$ cat config.mk
export PLATFORM = sky130hd
export DESIGN_NAME = serial_addsub_unit
export DESIGN_NICKNAME = d
export VERILOG_FILES = /design/src/rtl/serial_addsub_unit.sv
export SDC_FILE = /design/constraint.sdc
export NUM_CORES = 1
export LEC_CHECK = 0
export BUFFER_PORTS_ARGS = -buffer_cell sky130_fd_sc_hd__buf_2
export CAP_MARGIN = 20
export CORE_ASPECT_RATIO = 0.9
export CORE_MARGIN = 5
export CORE_UTILIZATION = 55
export DETAILED_ROUTE_END_ITERATION = 6
export PLACE_DENSITY = 0.89
export SYNTH_ARGS = -nofsm -noshare
export SYNTH_HDL_FRONTEND = slang
export SYNTH_SLANG_ARGS = --single-unit
$ cat constraint.sdc
create_clock -name clock -period 5.5 [get_ports clock]
set_input_delay 0.275 -clock clock [delete_from_list [all_inputs] [get_ports clock]]
set_output_delay 0.275 -clock clock [all_outputs]
set_load 0.03 [all_outputs]
$ cat src/rtl/serial_addsub_unit.sv
// Digit-serial WIDTH-bit adder/subtractor: one SLICE-bit slice per clock with a registered ripple carry,
// behind a valid/ready operand/result handshake.
//
// state | meaning
// ------+---------------------------------------------------------------
// IDLE  | in_ready=1; waiting for in_valid, last result held on outputs
// CALC  | one slice per clock, LSB slice first; r_cnt counts down to 0
// DONE  | out_valid=1; result held until out_ready
module serial_addsub_unit #(
    parameter int WIDTH = 32,
    parameter int SLICE = 8
) (
    input  logic             clock,
    input  logic             resetn,
    input  logic             in_valid,
    output logic             in_ready,
    input  logic [WIDTH-1:0] data_operandA,
    input  logic [WIDTH-1:0] data_operandB,
    input  logic             ctrl_sub,
    output logic             out_valid,
    input  logic             out_ready,
    output logic [WIDTH-1:0] data_result,
    output logic             carry_out,
    output logic             overflow
);

    localparam int N  = WIDTH / SLICE;
    localparam int CW = (N > 1) ? $clog2(N) : 1;

    generate
        if ((WIDTH % SLICE) != 0) begin : g_bad_slice
            $error("serial_addsub_unit: WIDTH must be an integer multiple of SLICE");
        end
    endgenerate

    typedef enum logic [1:0] {
        S_IDLE = 2'd0,
        S_CALC = 2'd1,
        S_DONE = 2'd2
    } state_t;

    state_t           r_state;
    state_t           w_next;
    logic [WIDTH-1:0] r_a;
    logic [WIDTH-1:0] r_b;      // B already conditionally inverted (Beff)
    logic             r_carry;
    logic [CW-1:0]    r_cnt;
    logic [WIDTH-1:0] r_result;
    logic             r_carry_out;
    logic             r_overflow;

    logic [CW-1:0]    w_idx;
    logic [SLICE-1:0] w_a_slice;
    logic [SLICE-1:0] w_b_slice;
    logic [SLICE:0]   w_sum;
    logic             w_last;

    assign w_last    = (r_cnt == '0);
    assign w_idx     = CW'(N - 1) - r_cnt;
    assign w_a_slice = r_a[w_idx*SLICE +: SLICE];
    assign w_b_slice = r_b[w_idx*SLICE +: SLICE];
    assign w_sum     = {1'b0, w_a_slice} + {1'b0, w_b_slice} + {{SLICE{1'b0}}, r_carry};

    always_ff @(posedge clock) begin
        if (!resetn) r_state <= S_IDLE;
        else         r_state <= w_next;
    end

    always_comb begin
        w_next = r_state;
        case (r_state)
            S_IDLE:  if (in_valid)  w_next = S_CALC;
            S_CALC:  if (w_last)    w_next = S_DONE;
            S_DONE:  if (out_ready) w_next = S_IDLE;
            default: w_next = S_IDLE;
        endcase
    end

    always_ff @(posedge clock) begin
        if (!resetn) begin
            r_a         <= '0;
            r_b         <= '0;
            r_carry     <= 1'b0;
            r_cnt       <= '0;
            r_result    <= '0;
            r_carry_out <= 1'b0;
            r_overflow  <= 1'b0;
        end else begin
            case (r_state)
                S_IDLE: begin
                    if (in_valid) begin
                        r_a     <= data_operandA;
                        r_b     <= data_operandB ^ {WIDTH{ctrl_sub}};
                        r_carry <= ctrl_sub;
                        r_cnt   <= CW'(N - 1);
                    end
                end
                S_CALC: begin
                    r_result[w_idx*SLICE +: SLICE] <= w_sum[SLICE-1:0];
                    r_carry <= w_sum[SLICE];
                    r_cnt   <= r_cnt - CW'(1);
                    if (w_last) begin
                        r_carry_out <= w_sum[SLICE];
                        r_overflow  <= (r_a[WIDTH-1] == r_b[WIDTH-1]) &&
                                       (w_sum[SLICE-1] != r_a[WIDTH-1]);
                    end
                end
                default: ;
            endcase
        end
    end

    assign in_ready    = (r_state == S_IDLE);
    assign out_valid   = (r_state == S_DONE);
    assign data_result = r_result;
    assign carry_out   = r_carry_out;
    assign overflow    = r_overflow;

endmodule

==> summary.txt, run 1 <==
Largest net degree at the start of global routing - 101
RSZ-0062 raised after global routing - false
Area of the multi-input gates - 2530 µm²
Num ports - 105
Dpl hpwl - 8640 µm
Async set-or-reset flop fraction in the synthesized netlist - 0%
Slew @ Worst Pin - 1.06 ns
Sequential fraction of the synthesis area - 43.0%
Layout cell share with drive strength beyond 1 - 25.7%
Worst-path fanout max - 15
Syn Inst Count - 519
Setup_tns - 0 ns
Via/cell ratio - 5.64
Die Y - 98.6 µm
DR vias - 4,103
PwrDens - 319 nW/µm²
Tot GR Track Use - 21.8%
Final GP Congestion - 0.906
Clock Latency Late Sink - 0.38 ns
Hold Vio Cnt, Final - 0
Post-synth EDFFs - 0
Worst setup SP type - register
Critical path class - reg -> reg
Internal - 1.20 mW
Global-route wire length before repair - 18,600 µm
Top-count cell post-synth - dfxtp_1
Min cycle time layout - 3.54 ns
CP max stage delay - 0.71 ns
# fillers - 673
Starting Density - 56.2%
CP dominant cell by count - fa_1
Placed instance area - 5320 µm²
Routed Antenna Nets - 0
Syn avg cell area - 9.24 µm²
Clk root buf - clkbuf_8
Slowest cell on crit path - dfxtp_1
Core area - 8530 µm²
Area Growth Syn to Fin - 15.4%
Wirelength per Cell - 15.8 µm
CTS tree - yes
Sw frac - 31.8%
Reg power frac - 47.3%
Grt ovf - 0
Nets - 687
Synth unique cells - 48
Clk buf depth - 2
Reg clk slew, reported paths - 0.09 ns
Worst-path cell chain - buf_4 -> mux4_2 -> fa_1 -> inv_1 -> fa_1 -> nand2b_1 -> a21boi_0 -> o21ai_0 -> a2bb2oi_1 -> nor2_1
Hold-fix buffers, CTS - 0
Initial DRC Count - 221
Vias in the first global route - 3,931
Gate power share - 25.9%
Cell Area, Synth - 4790 µm²
Max Clock Freq - 283 MHz
# rows - 32
Final count of pins violating max slew - 0
Fin crit share - 64.3%
DRT Wirelength - 11,500 µm
Worst Hold Class - in -> reg
Cell family with most CP delay - compound AO/OA/AOI/OAI gates
CP Data Required Time - 5.72 ns
Num CTS Buffers - 9
Util after Layout - 64.9%
N_diodes - 0
Final Instance Area - 5540 µm²
Synth Warn # - 0
Yosys reg bits - 103
Status - finished clean
Initial antenna violation count - 0
Buffers & Inverters on Critical Path - 2
Dominant cell type by area after synthesis - dfxtp_1
H-tree levels - 3
Max VDD drop - 131 µV
Clk pwr share - 26.8%
Dominant synthesized flop cell - dfxtp_1
Post-CTS sizing - 0
Leak - 2.23 nW
Die Wd - 108 µm
Storage cell area - 2060 µm²
Final setup violating endpoints - 0
Max-cap viol count - 0
Post-CTS Setup Bufs - 0
Post-Syn Nets - 603
Drt first pass iters - 5
Setup clock skew after layout - 0.0158 ns
CP Capture Type - register
Sinks on Clock Net - 103
P_sw - 562 µW
Most frequent cells after synthesis - dfxtp_1, nor2_1, nand2_1
Area contributors post-synth - dfxtp_1, mux4_2, xnor2_1, nor2_1, nand2_1
# DRC - 0
Max-slew headroom - 29.1%
Port Buffer Count - 104
Synth top area share - 43.0%
Crit path DAT - 3.76 ns
DIE AREA - 10,700 µm²
## registers in the layout, indices dropped and copies added (netlist names)
name / count
r_cnt: 2
overflow: 1
r_carry: 1
r_b: 32
data_result: 32
r_state: 2
carry_out: 1
r_a: 32
## power groups by stage
stage                     Clock, mW  Combinational (mW)  Sequential, mW
after floorplan                   0               0.338           0.844
after global placement            0               0.426           0.854
after detailed placement          0               0.447           0.858
after CTS                     0.477               0.448           0.840
after global routing          0.510               0.502           0.842
final                         0.473               0.457           0.835
## area by class of cell
cell class / instances / share of cell area, %
inverters: 11 / 0.746
well taps: 119 / 2.69
multi-input cells: 370 / 45.7
flip-flops and latches: 103 / 37.3
clock buffers: 9 / 2.24
repair buffers: 108 / 10.1
clock inverters: 7 / 1.31
## stage by stage
stage	setup slack, ns	hold WS, ns	power [mW]	cells
floorplan	2.55	0.397	1.18	519
global placement	2.13	0.442	1.28	710
detailed placement	2.00	0.447	1.30	710
CTS	1.95	0.128	1.76	726
global route	1.67	0.136	1.85	727
finish	1.96	0.136	1.77	727
## cells in the final DEF (no fill, tap or decap), types with 2 or more instances in the layout
master	instances
inv_1	10
dfxtp_1	103
nand2_2	3
a211oi_4	2
or3_1	2
nor3_1	3
mux4_2	16
nor3b_1	2
buf_2	104
nor2_1	74
and2_1	2
o21ai_1	2
buf_4	3
a21o_1	2
clkbuf_8	9
a211oi_1	34
o211ai_1	2
o21ai_0	7
ha_1	13
fa_1	2
a31oi_1	2
nand2b_1	3
a22oi_1	21
xnor2_1	34
a21oi_1	40
clkinv_2	2
clkinvlp_4	2
nand2_1	71
a2bb2oi_1	10
nor3_2	2
## cell families after synthesis
kind of cell               after synthesis  share of synthesized area, %
xor gates and xnor gates                34                          6.21
AOI/OAI and AO/OA                      129                          18.6
and+or+nand+nor                        176                          16.2
DFF                                    103                          43.0
buffers and inverters                   46                          4.28
adders and majority gates               15                          4.23
muxes                                   16                          7.52
## final timing paths
kind	start	to	slack (ns)	cells past startpoint
max reg2reg	r_cnt[0]$_SDFFE_PN0P_	data_result[20]$_SDFFE_PN0P_	1.96	10
max	r_cnt[0]$_SDFFE_PN0P_	data_result[20]$_SDFFE_PN0P_	1.96	10
min reg2reg	r_a[30]$_SDFFE_PN0P_	r_a[30]$_SDFFE_PN0P_	0.46	2
min	data_operandA[10]	r_a[10]$_SDFFE_PN0P_	0.14	3
## worst min-delay path, cell delays in order
cell and delay [ns]:
buf_2 0.09, nand2_1 0.05, a21oi_1 0.05
## routing by layer
layer | share of wire [%] | global-route usage, %
met1 | 41 | 27.4
met2 | 50 | 37.2
met3 | 7.2 | 3.73
met4 | 2.4 | 8.74
met5 | 0 | 0
No activity file was read; power rests on OpenSTA's default activity.
==> run 2: changes to the inputs <==
--- a/config.mk
+++ b/config.mk
@@ -9,9 +9,9 @@
 export CAP_MARGIN = 20
 export CORE_ASPECT_RATIO = 0.9
 export CORE_MARGIN = 5
-export CORE_UTILIZATION = 55
+export CORE_UTILIZATION = 54
 export DETAILED_ROUTE_END_ITERATION = 6
-export PLACE_DENSITY = 0.89
+export PLACE_DENSITY = 0.87
 export SYNTH_ARGS = -nofsm -noshare
 export SYNTH_HDL_FRONTEND = slang
 export SYNTH_SLANG_ARGS = --single-unit
==> constraint.sdc (replaced) <==
create_clock -name clock -period 3.5 [get_ports clock]
set_input_delay 0.175 -clock clock [delete_from_list [all_inputs] [get_ports clock]]
set_output_delay 0.175 -clock clock [all_outputs]
set_load 0.03 [all_outputs]
==> run 2 against run 1 <==
Critical path type unchanged. Sequential share of layout area fell by 0.30 points. Count of clock-buffer cells in the layout rose by 1. Maximum frequency rose by 20%. Cell area rose by 0.81%. Clock power rose by 52%. Core utilization fell by 0.080 points. Sequential power rose by 57%. Hold slack got worse by 0.11 ns. Wire length rose by 4.4%. Register-to-register slack got worse by 1.4 ns. Worst setup slack got worse by 1.4 ns. Critical path depth did not move.
==> summary.txt, run 2 (synthesis results as in run 1) <==
Power consumption - 2.77 mW (+57%)
Nets - 692 (+0.73%)
Drt first pass iters - 5 (unchanged)
Area Growth Syn to Fin - 16.4%
Critical path class - reg -> reg
R2R depth - 10 (unchanged)
Crit path DAT - 3.21 ns (-0.55 ns)
Grt ovf - 0 (unchanged)
Hold Vio Cnt, Final - 0 (unchanged)
Setup_tns - 0 ns (unchanged)
H-tree levels - 3 (unchanged)
# rows - 32 (unchanged)
Fin crit share - 84.3% (+20 points)
Leak - 2.26 nW (+1.6%)
Vias in the first global route - 4,068 (+3.5%)
CP Data Required Time - 3.76 ns (-1.96 ns)
Global-route wire length before repair - 19,100 µm (+3.0%)
Final setup violating endpoints - 0 (unchanged)
Max-cap viol count - 0 (unchanged)
Critical R2R Launch - r_cnt[0]$_SDFFE_PN0P_
Slew @ Worst Pin - 0.862 ns (-0.198 ns)
Initial DRC Count - 303 (+37%)
RSZ-0062 raised after global routing - false
Most frequent cells in the layout - buf_2, dfxtp_1, nor2_1
Dpl hpwl - 8970 µm (+3.8%)
Final WS setup - 0.551 ns (-1.41 ns)
Commonest non-fill, non-tap cell in the layout - buf_2
Num ports - 105 (unchanged)
# fillers - 675 (+0.30%)
Routed Antenna Nets - 0 (unchanged)
CP Capture Type - register
CTS tree - yes
Post-Place Cells - 715 (+0.70%)
Port Buffer Count - 104 (unchanged)
Reg clk slew, reported paths - 0.10 ns (about the same)
Hold Path Cell Cnt - 3 (unchanged)
Tot GR Track Use - 22.3% (+0.46 points)
Reg2reg end - data_result[22]$_SDFFE_PN0P_
Largest net degree at the start of global routing - 43 (-57%)
Starting Density - 55.7% (-0.52 points)
Post-place setup slack - 0.649 ns (-1.35 ns)
DIE AREA - 10,900 µm² (+1.7%)
Worst Hold Class - in -> reg
Setup clock skew after layout - 0.0120 ns (-0.00379 ns)
Post-CTS Setup Bufs - 0 (unchanged)
Max VDD drop - 222 µV (+70%)
Hold EP - r_a[4]$_SDFFE_PN0P_
Final GP Congestion - 0.865 (-4.5%)
Num CTS Buffers - 9 (unchanged)
N_diodes - 0 (unchanged)
Final Instance Area - 5580 µm² (+0.81%)
Status - finished clean
Post-CTS sizing - 0 (unchanged)
Worst setup SP type - register
Placed instance area - 5360 µm² (+0.70%)
DR vias - 4,175 (+1.8%)
Via/cell ratio - 5.70 (+1.1%)
Max-slew headroom - 42.5% (+13 points)
PwrDens - 496 nW/µm² (+55%)
Worst-path fanout max - 13 (-2)
Die Wd - 109 µm (+0.84%)
Worst hold start - data_operandA[4]
Clock Latency Late Sink - 0.38 ns (about the same)
Core area - 8610 µm² (+0.94%)
Clk root buf - clkbuf_8
Max Clock Freq - 339 MHz (+20%)
R2R setup slack - 0.55 ns (-1.41 ns)
Final count of pins violating max slew - 0 (unchanged)
Clk buf depth - 2 (unchanged)
Die Y - 99.4 µm (+0.83%)
Initial antenna violation count - 0 (unchanged)
Min cycle time layout - 2.95 ns (-0.589 ns)
Hold-fix buffers, CTS - 0 (unchanged)
Sinks on Clock Net - 103 (unchanged)
# DRC - 0 (unchanged)
Layout cell share with drive strength beyond 1 - 26.3% (+0.61 points)
Wirelength per Cell - 16.4 µm (+3.7%)
DRT Wirelength - 12,000 µm (+4.4%)
Non-Filler Instances - 732 (+0.69%)
## run 2: cell types whose count changed in the layout (fill, tap and decap cells not counted)
cell / before / now
buf_16: 0 / 1
buf_4: 3 / 8
buf_8: 1 / 0
bufinv_16: 1 / 0
clkbuf_8: 9 / 10
clkinv_2: 2 / 1
clkinv_4: 1 / 3
clkinvlp_4: 2 / 0
inv_6: 1 / 0
inv_8: 0 / 2
## run 2: report_power, final
part	internal [mW]	switching [mW]	leakage, nW
registers	1.25	0.0526	0.844
clock network	0.291	0.428	0.100
logic	0.316	0.426	1.32
total	1.86	0.906	2.26
## run 2: per-stage QoR
step / util (%) / hold WS [ns]
3_3_place_gp: 62.3 / 0.419
5_1_grt: 64.8 / 0.0247
2_1_floorplan: - / 0.297
4_1_cts: 64.5 / 0.0269
3_5_place_dp: 62.3 / 0.422
6_report: 64.8 / 0.0258
## run 2: layout make-up
type	instances	area (µm²)	area share, %
Clock inverter	6	53.8	0.964
Sequential cell	103	2060	37.0
Multi-Input combinational cell	370	2530	45.3
Inverter	11	41.3	0.740
Clock buffer	10	138	2.47
Tap cell	119	149	2.67
Timing Repair Buffer	113	608	10.9
## run 2: critical path, stage by stage (launching register included)
cell	delay (ns)
dfxtp_1	0.39
buf_4	0.25
mux4_2	0.24
fa_1	0.27
inv_1	0.09
fa_1	0.40
nand2b_1	0.19
a21o_1	0.21
a211oi_2	0.46
a2bb2oi_1	0.26
nor2_1	0.07
## run 2: per-layer routing
layer  global-route usage [%]  routed length [µm]  vias up
li1                         -                   -     2001
met1                     27.8                4930     1972
met2                     37.9                5940      172
met3                     5.00                 830       30
met4                     7.57                 310        0
met5                        0                   0        -
## run 2: how the worst max path moves through the flow
| stage | cells after the start | startpoint | end |
|---|---|---|---|
| floorplan | 10 | r_cnt[0]$_SDFFE_PN0P_ | data_result[12]$_SDFFE_PN0P_ |
| global placement | 10 | r_cnt[1]$_SDFFE_PN0P_ | data_result[6]$_SDFFE_PN0P_ |
| detailed placement | 10 | r_cnt[0]$_SDFFE_PN0P_ | data_result[22]$_SDFFE_PN0P_ |
| CTS | 10 | r_cnt[0]$_SDFFE_PN0P_ | data_result[22]$_SDFFE_PN0P_ |
| global route | 10 | r_cnt[0]$_SDFFE_PN0P_ | data_result[12]$_SDFFE_PN0P_ |
| finish | 10 | r_cnt[0]$_SDFFE_PN0P_ | data_result[22]$_SDFFE_PN0P_ |
